## src/rtl/sha1_pad_if.sv

```systemverilog
// Byte-in / block-out bundle for the SHA-1 padding front end.
// The master drives bytes and takes blocks; the slave is the padder.
interface sha1_pad_if;
   logic [7:0]   data_in;
   logic         data_valid;
   logic         data_last;
   logic         data_ready;
   logic [511:0] block;
   logic         block_valid;
   logic         block_last;
   logic         block_ready;

   modport master (
      output data_in, data_valid, data_last, block_ready,
      input  data_ready, block, block_valid, block_last
   );

   modport slave (
      input  data_in, data_valid, data_last, block_ready,
      output data_ready, block, block_valid, block_last
   );
endinterface

```

## src/rtl/sha1_pad.sv

```systemverilog
// SHA-1 padder: one byte/cycle in, padded 512-bit blocks out; block_valid 2 cycles after a short tail, 1 after a full block.
// block_ready may stall forever: block/block_last hold, data_ready stays low outside FILL.
module sha1_pad #(
   parameter int CNT_WIDTH = 32
) (
   input  logic       clk,
   input  logic       reset_n,
   sha1_pad_if.slave  bus
);

   typedef enum logic [1:0] {
      FILL   = 2'd0,
      PAD    = 2'd1,
      LENBLK = 2'd2,
      EMIT   = 2'd3
   } state_t;

   state_t                 r_state;
   logic [7:0]             r_buf [64];
   logic [5:0]             r_ptr;
   logic [CNT_WIDTH-1:0]   r_len;
   logic                   r_pad_pending;
   logic                   r_pad_marker;
   logic                   r_block_valid;
   logic                   r_block_last;

   logic [63:0]            w_bitlen;
   logic [511:0]           w_block;
   logic                   w_accept;

   assign w_bitlen = 64'(r_len) << 3;
   assign w_accept = (r_state == FILL) && bus.data_valid;

   // Byte b lands in word b/4, first byte of a word in its top lane.
   for (genvar b = 0; b < 64; b++) begin : g_pack
      assign w_block[32*(b/4) + 8*(3 - (b%4)) +: 8] = r_buf[b];
   end

   assign bus.block       = w_block;
   assign bus.block_valid = r_block_valid;
   assign bus.block_last  = r_block_last;
   assign bus.data_ready  = (r_state == FILL);

   always_ff @(posedge clk or negedge reset_n) begin
      if (!reset_n) begin
         r_state       <= FILL;
         r_ptr         <= '0;
         r_len         <= '0;
         r_pad_pending <= 1'b0;
         r_pad_marker  <= 1'b0;
         r_block_valid <= 1'b0;
         r_block_last  <= 1'b0;
         for (int i = 0; i < 64; i++) begin
            r_buf[i] <= 8'h00;
         end
      end else begin
         case (r_state)
            FILL: begin
               if (w_accept) begin
                  r_buf[r_ptr] <= bus.data_in;
                  r_ptr        <= r_ptr + 6'd1;
                  r_len        <= r_len + 1'b1;
                  if (bus.data_last) begin
                     if (r_ptr == 6'd63) begin
                        // Ended on a block boundary: the 0x80 marker goes into the length block.
                        r_pad_pending <= 1'b1;
                        r_pad_marker  <= 1'b1;
                        r_block_last  <= 1'b0;
                        r_block_valid <= 1'b1;
                        r_state       <= EMIT;
                     end else begin
                        r_state <= PAD;
                     end
                  end else if (r_ptr == 6'd63) begin
                     r_block_last  <= 1'b0;
                     r_block_valid <= 1'b1;
                     r_state       <= EMIT;
                  end
               end
            end

            PAD: begin
               for (int i = 0; i < 64; i++) begin
                  if (i == int'(r_ptr)) begin
                     r_buf[i] <= 8'h80;
                  end else if (i > int'(r_ptr)) begin
                     if ((r_ptr <= 6'd55) && (i >= 56)) begin
                        r_buf[i] <= w_bitlen[8*(63-i) +: 8];
                     end else begin
                        r_buf[i] <= 8'h00;
                     end
                  end
               end
               if (r_ptr <= 6'd55) begin
                  r_block_last <= 1'b1;
               end else begin
                  r_block_last  <= 1'b0;
                  r_pad_pending <= 1'b1;
                  r_pad_marker  <= 1'b0;
               end
               r_block_valid <= 1'b1;
               r_state       <= EMIT;
            end

            EMIT: begin
               if (bus.block_ready) begin
                  for (int i = 0; i < 64; i++) begin
                     r_buf[i] <= 8'h00;
                  end
                  r_ptr         <= '0;
                  r_block_valid <= 1'b0;
                  r_block_last  <= 1'b0;
                  if (r_block_last) begin
                     r_len   <= '0;
                     r_state <= FILL;
                  end else if (r_pad_pending) begin
                     r_state <= LENBLK;
                  end else begin
                     r_state <= FILL;
                  end
               end
            end

            LENBLK: begin
               for (int i = 0; i < 64; i++) begin
                  if (i >= 56) begin
                     r_buf[i] <= w_bitlen[8*(63-i) +: 8];
                  end else if ((i == 0) && r_pad_marker) begin
                     r_buf[i] <= 8'h80;
                  end else begin
                     r_buf[i] <= 8'h00;
                  end
               end
               r_block_last  <= 1'b1;
               r_pad_pending <= 1'b0;
               r_pad_marker  <= 1'b0;
               r_block_valid <= 1'b1;
               r_state       <= EMIT;
            end

            default: r_state <= FILL;
         endcase
      end
   end

endmodule
```

## src/flat_wrapper.sv

```systemverilog
// flat-port wrapper written by rule: the top's interface ports become plain ports
module sha1_pad_flat 
#(
   parameter int CNT_WIDTH = 32
)
  (clk, reset_n, bus_data_in, bus_data_valid, bus_data_last, bus_block_ready, bus_data_ready, bus_block, bus_block_valid, bus_block_last);
  sha1_pad_if bus_i ();
  input  logic clk;
  input  logic reset_n;
  input wire logic [$bits(bus_i.data_in)-1:0] bus_data_in;
  input wire logic [$bits(bus_i.data_valid)-1:0] bus_data_valid;
  input wire logic [$bits(bus_i.data_last)-1:0] bus_data_last;
  input wire logic [$bits(bus_i.block_ready)-1:0] bus_block_ready;
  output wire logic [$bits(bus_i.data_ready)-1:0] bus_data_ready;
  output wire logic [$bits(bus_i.block)-1:0] bus_block;
  output wire logic [$bits(bus_i.block_valid)-1:0] bus_block_valid;
  output wire logic [$bits(bus_i.block_last)-1:0] bus_block_last;
  assign bus_i.data_in = bus_data_in;
  assign bus_i.data_valid = bus_data_valid;
  assign bus_i.data_last = bus_data_last;
  assign bus_i.block_ready = bus_block_ready;
  assign bus_data_ready = bus_i.data_ready;
  assign bus_block = bus_i.block;
  assign bus_block_valid = bus_i.block_valid;
  assign bus_block_last = bus_i.block_last;
  sha1_pad #(.CNT_WIDTH(CNT_WIDTH)) u_core (.clk(clk), .reset_n(reset_n), .bus(bus_i));
endmodule
```

## config.mk

```make
export PLATFORM = sky130hd
export DESIGN_NAME = sha1_pad_flat
export DESIGN_NICKNAME = d
export VERILOG_FILES = /design/src/rtl/sha1_pad_if.sv /design/src/rtl/sha1_pad.sv /design/src/flat_wrapper.sv
export SDC_FILE = /design/constraint.sdc
export NUM_CORES = 1
export LEC_CHECK = 0
export CAP_MARGIN = 10
export CORE_ASPECT_RATIO = 0.7
export CORE_MARGIN = 10
export CORE_UTILIZATION = 25
export CTS_CLUSTER_SIZE = 40
export DETAILED_ROUTE_END_ITERATION = 7
export GPL_ROUTABILITY_DRIVEN = 0
export PLACE_DENSITY_LB_ADDON = 0.12
export SYNTH_ARGS = -nofsm -noshare
export SYNTH_HDL_FRONTEND = slang
export SYNTH_SLANG_ARGS = --single-unit
```

## constraint.sdc

```tcl
create_clock -name clk -period 5.1 [get_ports clk]
set_input_delay 1.02 -clock clk [delete_from_list [all_inputs] [get_ports clk]]
set_output_delay 1.02 -clock clk [all_outputs]
set_load 0.02 [all_outputs]
```

# Yosys cells after proc, flatten, opt, wreduce, memory -nomap -nowiden
# Index checks and enable logic that the tools add are counted.
# totals
ff_bits	556
latchBits	0
ramBits	0
mem_bits_ro	0
output_inout_bits	515
word_cells	522
n_memories	0
# op_classes
n_addsub	2
n_mul	0
n_div	0
order_cmp	66
eq_ne	138
n_shift	0
muxes	168
bitwise	1
reduce_logical	76
# op_table
operator	count
512-bit one-hot mux with 4 select lines	1
8-bit 2-to-1 mux	133
512-bit 2-to-1 mux	2
512-bit bitwise mux	1
3-bit AND reduction	67
6-bit equality test (first input constant)	32
6-bit > comparator (first input constant)	32
3-bit by 1-bit != test with 1-bit output (second input constant)	63
5-bit by 6-bit equality test with 1-bit output (first input constant)	16
5-bit by 6-bit > comparator with 1-bit output (first input constant)	16
32-bit 2-to-1 mux	3
32-bit one-hot mux with 2 select lines	1
8-bit demux with 6-bit select	1
4-bit by 6-bit equality test with 1-bit output (first input constant)	8
4-bit by 6-bit > comparator with 1-bit output (first input constant)	8
32-bit by 1-bit adder with 32-bit output (second input constant)	1
3-bit by 6-bit equality test with 1-bit output (first input constant)	4
3-bit by 6-bit > comparator with 1-bit output (first input constant)	4
2-bit 2-to-1 mux	7
2-bit by 6-bit equality test with 1-bit output (first input constant)	2
2-bit by 6-bit > comparator with 1-bit output (first input constant)	2
6-bit 2-to-1 mux	2
6-bit one-hot mux with 2 select lines	1
1-bit 2-to-1 mux	10
25 further kinds	34

# Depth between registers and ports, before layout
# depth
word_depth	8
mapped_depth	11
mapped_depth_nobuf	7

# Worst setup path after synthesis
# Ideal clock, no wire load.
# synth_timing
kind	register to register
start	register u_core.r_ptr[1]
end	register (tool-made name)
setup_ns	0.125
arrival_time_ns	2.558
required_ns	4.975
setup_slack_ns	2.418
stages_incl_launch_ff	11
n_path_buf	3
path_cell_list	dfrtp_1 buf_2 buf_1 inv_1 ha_1 clkbuf_1 o21ba_2 and3_1 a22oi_1 nand3_1 mux2_2
# synth_rtl
item	line	text
start, declared	sha1_pad.sv:20	logic [5:0] r_ptr;
start signal, assigned	sha1_pad.sv:61	r_ptr <= r_ptr + 6'd1;

==> run_results.csv <==
group,metric,value,unit
setup_path,crit_path_end_kind,"flip-flop",
min_path,min_path_type,"primary input to async pin",
floorplanning,start_util,25.3,%
synth,synth.top_cell.area_share,58.3,%
synth,yosysSeqAreaShare,58.3,%
synth,ys.flop_type,"dfrtp_1",
routing,vias,20211,
global_routing,antenna_found_initial,4,
run_status,status,"finished, final reports clean",
place,port_buffers,527,
synth,avgSynthCellArea,11.9,µm²
layout,area_growth,37.4,%
timing,fin_crit_sh,72.5,%
synth,syn_nets,2023,
synth,synth_edf_count,0,
setup_path,worstSetupPathType,"flip-flop to flip-flop",
floorplanning,ios,528,
setup_path,worstPathMaxFanout,17,
global_routing,gr-total-overflow,0,
layout,fin_nets,2523,
floorplanning,dieArea,0.108,mm²
floorplanning,die-height,278,µm
global_routing,first_global_vias,20862,
layout,drive_above_1_share,10.9,%
routing,viasPerCell,5.32,
floorplanning,rows,94,
timing,finalCriticalPeriod,3.70,ns
timing,setup_viol,0,
power_and_ir_drop,p_per_area,411,mW/mm²
clocking,cts.clk_slew.worst_paths,0.06,ns
layout,num_antenna_cells,0,
layout,layout_common_cells,"556 x dfrtp_1, 519 x clkdlybuf4s50_1, 401 x a22o_1",
power_and_ir_drop,vdd_drop_max,241,µV
setup_path,cp-start-kind,"flip-flop",
clocking,cts_setup_buffers,0,
routing,wirelength,116000,µm
timing,slew_viol_final,0,
timing,fin_skew,0.0187,ns
synth,synth_cell_types,84,
place,hpwl,84300,µm
synth,syn_area,0.0238,mm²
routing,ant_nets,0,
timing,rsz0062_at_grt,"no",
layout,final_common_cell,"dfrtp_1",
power_and_ir_drop,p_leak,14.1,nW
timing,worst_pin_slew,1.31,ns
setup_path,crit_arrival,4.24,ns
routing,first_pass_iters,7,
clocking,cts_resized,0,
routing,wire_per_inst,30.5,µm
timing,max_freq,270,MHz
synth,synth_top_area_cell,"dfrtp_1",
synth,synth.area.top_cells,"dfrtp_1 58%, a22o_1 15%, mux2_2 1.9%, nand2_1 1.9%, o21ai_0 1.8%",
layout,final_util,34.7,%
global_routing,track_usage,20.6,%
setup_path,critPathRequiredTime,5.65,ns
timing,setup_tns,0,ns
clocking,htreeDepth,3,
synth,ys_ff_latch,556,
clocking,cts-root-buf,"clkbuf_16",
clocking,cts_hold_buf,0,
timing,slew_headroom,12.7,%
global_routing,grt_max_degree,106,
synth,synth_cells,1999,
floorplanning,die_w,389,µm
clocking,cts.sinks,556,
timing,hold_violations,0,
clocking,cts_max_path_buffers,3,
clocking,tritoncts,"yes",
routing,drt_iter0_markers,1909,
synth,ys_async_sr_fraction,100,%
global_routing,grt_pass1_wl,164000,µm
floorplanning,core_area,0.0943,mm²
clocking,cts_buffers,66,
routing,drc,0,
run,cap_violations,0,
synth,yosysWarnings,0,
clocking,clk_latency,0.61,ns
-- cell type report --
class,instances,area (µm²)
repair buffers,588,5830
clock buffers,102,2060
flip-flops and latches,556,13900
inverters,20,75.1
well taps,1248,1560
multi-input cells,1267,9190
clock inverters,15,140
fillers,9364,61600
-- cell usage after synthesis, drive strengths merged (6+ instances only) --
library cell,number
dfrtp,556
a22o,401
nand2,120
nor2,96
o21ai,96
clkbuf,89
buf,67
nand3,66
a21oi,56
mux2,45
nor3,40
o22ai,32
xnor2,23
nor4,22
inv,19
a22oi,18
o22a,18
and2,17
and3,16
a211o,13
nor2b,13
nand4,12
nor3b,12
ha,11
nand2b,10
a32o,9
nand3b,9
or3,9
o211ai,8
o31ai,8
a2111oi,7
o221ai,7
a211oi,6
a21o,6
a31oi,6
o21a,6
-- per-layer routing --
layer	track usage (%)	wire [µm]	up-vias
li1	-	-	8597
met1	27.1	50100	10552
met2	32.2	52400	876
met3	6.47	9900	180
met4	5.79	3350	6
met5	0	35	-
-- cells by family (layout without fill, tap and decap cells) --
family / Yosys count / after routing / synth area share, %
AOI/OAI and AO/OA: 723 / 723 / 24.3
xor gates and xnor gates: 26 / 26 / 0.955
and+or+nand+nor: 458 / 458 / 10.4
adders and majority gates: 11 / 11 / 0.577
DFF: 556 / 556 / 58.3
muxes: 49 / 49 / 2.31
buffers and inverters: 176 / 725 / 3.20
-- critical path, cell delays in order (launching register included) --
cell	delay, ns
dfrtp_1	0.42
inv_1	0.13
ha_2	0.47
nor2b_1	1.08
nand2_1	0.70
o21a_1	0.52
nor2_1	0.15
mux2_2	0.16
-- metrics by stage --
| stage | power [mW] | instance area [µm²] | worst slack [ns] | hold WS (ns) | cells |
|---|---|---|---|---|---|
| global route | 14.1 | 32800 | 1.38 | 0.495 | 3796 |
| finish | 13.5 | 32800 | 1.40 | 0.466 | 3796 |
| detailed placement | 8.71 | 30500 | 1.09 | 0.469 | 3678 |
| global placement | 8.64 | 30500 | 1.14 | 0.465 | 3678 |
| floorplan | 6.95 | 23800 | 2.42 | 0.494 | 1999 |
| CTS | 13.6 | 32700 | 1.54 | 0.482 | 3795 |
-- path summary, 6_finish.rpt --
check,start,endpoint,slack [ns],cells after the start
worst max-delay path,u_core.r_state[1],flip-flop,1.40,7
worst min-delay path,reset_n,async pin,0.47,1
max in group asynchronous,reset_n,u_core.bus.block[302],3.44,2
worst max register to register,u_core.r_state[1],flip-flop,1.40,7
worst min register to register,flip-flop,flip-flop,0.48,1
min in group clk,flip-flop,flip-flop,0.48,1
-- where the power goes --
part	total [mW]	internal, mW	switching (mW)
clock network	4.82	2.88	1.95
registers	4.69	4.57	0.126
logic	3.95	0.945	3.01
total	13.5	8.39	5.08
Note: power is estimated with default switching activity, not from simulation.
